## src/rtl/sram_pkg.sv

```systemverilog
// Shared types and default sizing for the SRAM controller slice.
package sram_pkg;

   localparam int unsigned DEFAULT_DATA_W = 8;
   localparam int unsigned DEFAULT_ADDR_W = 3;

   typedef enum logic {
      CLEAR = 1'b0,
      READY = 1'b1
   } state_e;

endpackage

```

## src/rtl/sram_array.sv

```systemverilog
// Storage array with write port and either registered or combinational read.
// Optional macro SRAM_BYPASS_EN: write-first forwarding on a same-address
// read/write collision (registered read only).
module sram_array
   import sram_pkg::*;
#(
   parameter int unsigned DATA_W  = DEFAULT_DATA_W,
   parameter int unsigned ADDR_W  = DEFAULT_ADDR_W,
   parameter int unsigned SYNC_RD = 1
) (
   input  logic              clk,
   input  logic              rst_n,
   input  logic              we,
   input  logic [ADDR_W-1:0] waddr,
   input  logic [DATA_W-1:0] wdata,
   input  logic              re,
   input  logic [ADDR_W-1:0] raddr,
   output logic              rd_valid,
   output logic [DATA_W-1:0] rd_data
);

   localparam int unsigned DEPTH = 1 << ADDR_W;

`ifdef SRAM_BYPASS_EN
   localparam bit BYPASS = 1'b1;
`else
   localparam bit BYPASS = 1'b0;
`endif

   logic [DATA_W-1:0] mem [DEPTH];

   // Array write; contents are not reset, the controller sweeps them to zero.
   always_ff @(posedge clk) begin
      if (we) begin
         mem[waddr] <= wdata;
      end
   end

   if (SYNC_RD != 0) begin : g_sync_rd
      // Registered read; data holds while no read is accepted.
      always_ff @(posedge clk or negedge rst_n) begin
         if (!rst_n) begin
            rd_valid <= 1'b0;
            rd_data  <= '0;
         end else begin
            rd_valid <= re;
            if (re) begin
               if (BYPASS && we && (waddr == raddr)) begin
                  rd_data <= wdata;
               end else begin
                  rd_data <= mem[raddr];
               end
            end
         end
      end
   end else begin : g_comb_rd
      // Combinational read shows the stored word until the write edge.
      always_comb begin
         rd_valid = re;
         rd_data  = mem[raddr];
      end
   end

endmodule

```

## src/rtl/sram_ctrl.sv

```systemverilog
// SRAM controller: post-reset/on-demand clear sweep plus gated read/write
// access to sram_array. Optional macro SRAM_BYPASS_EN selects write-first
// collision behaviour for the registered read path.
module sram_ctrl
   import sram_pkg::*;
#(
   parameter int unsigned DATA_W  = DEFAULT_DATA_W,
   parameter int unsigned ADDR_W  = DEFAULT_ADDR_W,
   parameter int unsigned SYNC_RD = 1
) (
   input  logic              clk,
   input  logic              rst_n,
   input  logic              clr,
   input  logic              wr_en,
   input  logic [ADDR_W-1:0] wr_addr,
   input  logic [DATA_W-1:0] wr_data,
   input  logic              rd_en,
   input  logic [ADDR_W-1:0] rd_addr,
   output logic              rd_valid,
   output logic [DATA_W-1:0] rd_data,
   output logic              busy
);

   localparam int unsigned DEPTH = 1 << ADDR_W;

   state_e            state;
   logic [ADDR_W-1:0] ptr;

   logic              arr_we;
   logic [ADDR_W-1:0] arr_waddr;
   logic [DATA_W-1:0] arr_wdata;
   logic              arr_re;

   // Clear sequencer: sweep every word once, then serve requests until clr.
   always_ff @(posedge clk or negedge rst_n) begin
      if (!rst_n) begin
         state <= CLEAR;
         ptr   <= '0;
         busy  <= 1'b1;
      end else begin
         case (state)
            CLEAR: begin
               ptr <= ptr + ADDR_W'(1);
               if (ptr == ADDR_W'(DEPTH - 1)) begin
                  state <= READY;
                  busy  <= 1'b0;
               end
            end
            READY: begin
               if (clr) begin
                  state <= CLEAR;
                  ptr   <= '0;
                  busy  <= 1'b1;
               end
            end
            default: begin
               state <= CLEAR;
               ptr   <= '0;
               busy  <= 1'b1;
            end
         endcase
      end
   end

   // Request gating: the sweep owns the write port, reads are blocked while clearing.
   always_comb begin
      arr_we    = 1'b0;
      arr_waddr = wr_addr;
      arr_wdata = wr_data;
      arr_re    = 1'b0;
      if (state == CLEAR) begin
         arr_we    = 1'b1;
         arr_waddr = ptr;
         arr_wdata = '0;
      end else begin
         arr_we = wr_en;
         arr_re = rd_en;
      end
   end

   sram_array #(
      .DATA_W  (DATA_W),
      .ADDR_W  (ADDR_W),
      .SYNC_RD (SYNC_RD)
   ) u_array (
      .clk      (clk),
      .rst_n    (rst_n),
      .we       (arr_we),
      .waddr    (arr_waddr),
      .wdata    (arr_wdata),
      .re       (arr_re),
      .raddr    (rd_addr),
      .rd_valid (rd_valid),
      .rd_data  (rd_data)
   );

endmodule

```

## config.mk

```make
export PLATFORM = sky130hd
export DESIGN_NAME = sram_ctrl
export DESIGN_NICKNAME = d
export VERILOG_FILES = /design/src/rtl/sram_pkg.sv /design/src/rtl/sram_array.sv /design/src/rtl/sram_ctrl.sv
export SDC_FILE = /design/constraint.sdc
export NUM_CORES = 1
export LEC_CHECK = 0
export ABC_CLOCK_PERIOD_IN_PS = 4400
export CORE_AREA = 2 2 107 109
export CTS_BUF_LIST = sky130_fd_sc_hd__clkbuf_4
export CTS_CLUSTER_DIAMETER = 40
export CTS_CLUSTER_SIZE = 40
export DETAILED_ROUTE_END_ITERATION = 8
export DIE_AREA = 0 0 109 111
export SYNTH_ARGS = -nofsm -noshare
export SYNTH_HDL_FRONTEND = slang
export SYNTH_SLANG_ARGS = --single-unit
export TNS_END_PERCENT = 100
```

## constraint.sdc

```tcl
create_clock -name clk -period 4.4 [get_ports clk]
set_input_delay 0.88 -clock clk [delete_from_list [all_inputs] [get_ports clk]]
set_output_delay 0.88 -clock clk [all_outputs]
set_load 0.1 [all_outputs]
```

-- Word level (Yosys, flattened, before mapping)
Memories as Yosys holds them, arrays and structs flattened. A register that Yosys moved wholly into a read port is not among the register bits.
Cells that the tools add are included.
- register bits: 6
- RAM bits: 64
- output and inout bits: 10
- memories kept: 1
- add/subtract/negate cells: 1
- equal/unequal tests: 3
- multiplexer cells: 14
- bitwise gates (word level): 1
- reductions and logical operators: 2
- memory list (name ; words ; width ; read ports ; clocked after Yosys merged registers in ; write ports ; line ; source):
    u_array.mem ; 8 ; 8 ; 1 ; 1 ; 1 ; sram_array.sv:30 ; logic [DATA_W-1:0] mem [DEPTH];
- operator list (operator ; count):
    $mux W1 ; 8
    $mux W8 ; 1
    $mux W3 ; 2
    $pmux W3 S2 ; 1
    $ne A2 B2 Y1 const B ; 2
    $pmux W1 S2 ; 2
    $add A3 B1 Y3 const B ; 1
    $eq A3 B3 Y1 const B ; 1
    $reduce_and A2 Y1 ; 1
    $logic_not A1 Y1 ; 1
    $not A1 Y1 ; 1

-- Logic depth before layout (Yosys ltp)
- word-level depth: 3
- gate-level depth with buffers: 5
- depth with buffers taken out: 5

-- By module
A second synthesis with hierarchy kept.
- cell total of the unflattened synthesis: 205
- area total of the unflattened synthesis: 3228.1 µm²
- modules (own cells, without submodules) (module ; instances ; cells an instance ; area each (µm²)):
    sram_array ; 1 ; 170 ; 2886.5
    sram_ctrl ; 1 ; 35 ; 341.6

-- Worst setup path after synthesis
Ideal clock, no wire load.
- kind: input-to-reg
- start point: input rd_addr[0]
- end point: register u_array.rd_data[3] (read register of u_array.mem)
- library setup time: 134 ps
- arrival time: 1706 ps
- path slack: 2560 ps
- stages on the path: 5
- cells stage by stage: buf_6 -> buf_4 -> mux2_2 -> o22ai_1 -> o31ai_2
- RTL lines (element ; line ; source):
    from (decl) ; sram_ctrl.sv:18 ; input logic [ADDR_W-1:0] rd_addr,
    to (decl) ; sram_array.sv:19 ; output logic [DATA_W-1:0] rd_data

-- Worst setup path after layout
- start point: register busy
- end point: output busy
- RTL lines (element ; line ; source):
    from (decl) ; sram_ctrl.sv:21 ; output logic busy
    from (signal assigned) ; sram_ctrl.sv:39 ; busy <= 1'b1;
    from (signal assigned) ; sram_ctrl.sv:46 ; busy <= 1'b0;
    from (signal assigned) ; sram_ctrl.sv:53 ; busy <= 1'b1;
No word-level cell between the ends.

==> results.json <==
{
  "chipWidth_um": 109,
  "p_leak_nw": 1.33,
  "synthCells": 204,
  "synth_compound_area_frac": 0.0804,
  "io_buffers": 28,
  "synth-simple-area-share": 0.0565,
  "synth_edf_count": 64,
  "synth-warning-count": 0,
  "synth_cell_types": 29,
  "layout_common_cells": "edfxtp_1, clkdlybuf4s50_1, mux2i_1",
  "critPathSlowestCell": "clkdlybuf4s50_1",
  "cp.arrival_ps": 2120,
  "sequentialPowerShare": 0.492,
  "via_count": 1764,
  "path_clk_slew_ps": 130,
  "critical_path_class": "reg -> out",
  "diodes": 0,
  "final.setup.tns_ps": 0,
  "cts_tree": "built",
  "cts_buffers": 9,
  "via_per_inst": 4.62,
  "row_count": 39,
  "start_kind": "register",
  "regArea_um2": 2270,
  "synth_top_family_by_area": "multiplexers",
  "synth_seq_cells": 78,
  "grt_usage": 0.112,
  "critPathMaxStageDelay_ps": 1140,
  "cts_hold_buf": 0,
  "final_common_cell": "edfxtp_1",
  "fp.coreArea_um2": 11100,
  "syn2layout_area_growth_pct": 15.7,
  "hold_viol": 0,
  "synth-xor-area-share": 0,
  "yosysSeqAreaShare": 0.713,
  "drtPass1Iterations": 4,
  "rsz0062_at_grt": "false",
  "place_area_um2": 3580,
  "drc_errors": 0,
  "totalWireLength_mm": 6.46,
  "peakVddDrop_mv": 0.390,
  "grt_pass1_vias": 1780,
  "grt_max_degree": 33,
  "cp_cell_sequence": "clkdlybuf4s50_1",
  "syn_area_per_cell_um2": 15.6,
  "yosys.area_share.adder": 0.00784,
  "clock_path_buffers": 2,
  "fmax_ghz": 0.333,
  "status": "complete, no violations",
  "pre_cts_ws_ps": 1660,
  "synth_nets": 225,
  "ant_nets": 0,
  "cts-resized-gates": 0,
  "finalInstanceArea_um2": 3690,
  "die-area_um2": 12100,
  "grt_first_pass_wirelength_mm": 9.82,
  "multi_input_area_um2": 812,
  "final.period_utilization": 0.682,
  "clockPowerShare": 0.144,
  "relSlewSlack": 0.329,
  "wl_per_cell_um": 16.9,
  "worstMarginPinSlew_ps": 1000,
  "p_sw_mw": 1.03,
  "hold_class": "reg -> reg",
  "p_int_mw": 1.51,
  "pwr-share-comb": 0.364,
  "nFillCells": 1075,
  "cts_setup_buffers": 0,
  "crit_required_ps": 3520,
  "antenna_found_initial": 0,
  "insertion_delay_ps": 410,
  "min_period_ps": 3000,
  "worst_slack_ps": 1400,
  "setup_violations": 0,
  "initial_core_util": 0.288,
  "path_delay_family": "buffers and inverters",
  "synth_area_um2": 3190,
  "async_flop_share": 0.179,
  "cts.htree.levels": 3,
  "maxSlewViolCount": 0,
  "end_kind": "primary output",
  "gp_congestion": 0.731,
  "ios": 29,
  "die_y_um": 111,
  "drt-initial-drc-count": 67,
  "fin_worst_skew_ps": 12.1,
  "power_density_nw_per_um2": 687,
  "numClockSinks": 78,
  "fin_nets": 255,
  "drive_above_1_share": 0.138,
  "globalRouteOverflowTotal": 0,
  "drv_cap": 0,
  "dp_hpwl_mm": 4.36,
  "synthMuxAreaShare": 0.110,
  "critPathBufInv": 1,
  "p_sw_frac": 0.405,
  "path_max_fanout": 3,
  "synthFlopType": "edfxtp_1",
  "root_buffer": "clkbuf_4"
}
-- kinds of logic (layout without fill, tap and decap cells) --
kind of cell | count (synthesis) | in the layout
buf+inv | 17 | 52
compound gates | 34 | 34
mux | 33 | 33
simple gates | 40 | 40
fa+ha+maj | 2 | 2
flops | 78 | 78
-- sequential cells by signal, indices dropped and copies added, names as in the netlist --
register and flops:
u_array.mem 64, u_array.rd_data 8, ptr 3, busy 1
state 1, u_array.rd_valid 1
-- final cells by class --
type | count | area share
Sequential cell | 78 | 0.616
Clock inverter | 6 | 0.0102
Multi-Input combinational cell | 109 | 0.220
Inverter | 7 | 0.00712
Clock buffer | 10 | 0.0203
Tap cell | 143 | 0.0485
Timing Repair Buffer | 29 | 0.0780
-- power groups by stage --
stage / clock, mW / combinational (mW) / sequential, mW
2_1_floorplan: 0 / 0.400 / 1.53
3_3_place_gp: 0 / 0.914 / 1.26
3_5_place_dp: 0 / 0.932 / 1.27
4_1_cts: 0.372 / 0.934 / 1.25
5_1_grt: 0.398 / 0.993 / 1.28
6_report: 0.364 / 0.925 / 1.25
-- Yosys cell counts (2+ instances only) --
cell type  number  area [µm²]
edfxtp_1       64        1920
mux2i_1        17         170
mux2_2         16         180
nand2_1        14        52.6
nor2_1         14        52.6
dfrtp_1        13         325
o22ai_1        10        62.6
a22o_1          8        70.1
and2_1          8        50.1
inv_1           7        26.3
o31ai_1         7        52.6
nor2b_1         3        18.8
a31oi_1         2        12.5
a32oi_1         2        17.5
buf_1           2        7.51
buf_2           2        10.0
clkbuf_1        2        7.51
ha_1            2        25.0
-- metrics by stage --
stage                     hold WS (ps)  utilization  instances  power, mW
after detailed placement           471        0.323        366       2.20
after global routing               517        0.333        382       2.67
after CTS                          499        0.333        382       2.56
after global placement             465        0.323        366       2.18
after floorplan                    537            -        204       1.93
final                              492        0.333        382       2.54
-- routing by layer --
metal / vias to the layer above / share of wire / routed length, µm / track usage
met2: 53 / 0.46 / 2960 / 0.166
met4: 0 / 0.011 / 74 / 0.0368
met5: - / 0 / 0 / 0
li1: 835 / - / - / -
met1: 869 / 0.47 / 3020 / 0.158
met3: 7 / 0.063 / 410 / 0.0317
-- path summary, 6_finish.rpt --
| check | from | endpoint | slack [ps] | depth (start not counted) |
|---|---|---|---|---|
| worst max-delay path | busy | busy | 1400 | 1 |
| worst min-delay path | u_array.rd_data[4] | u_array.rd_data[4] | 490 | 2 |
| worst max register to register | state | u_array.mem[5][1] | 2050 | 2 |
| worst min register to register | u_array.rd_data[4] | u_array.rd_data[4] | 490 | 2 |
| max in group asynchronous | rst_n | u_array.rd_data[3] | 2990 | 1 |
| min in group asynchronous | rst_n | ptr[1] | 900 | 1 |
No activity file was read; power rests on OpenSTA's default activity.
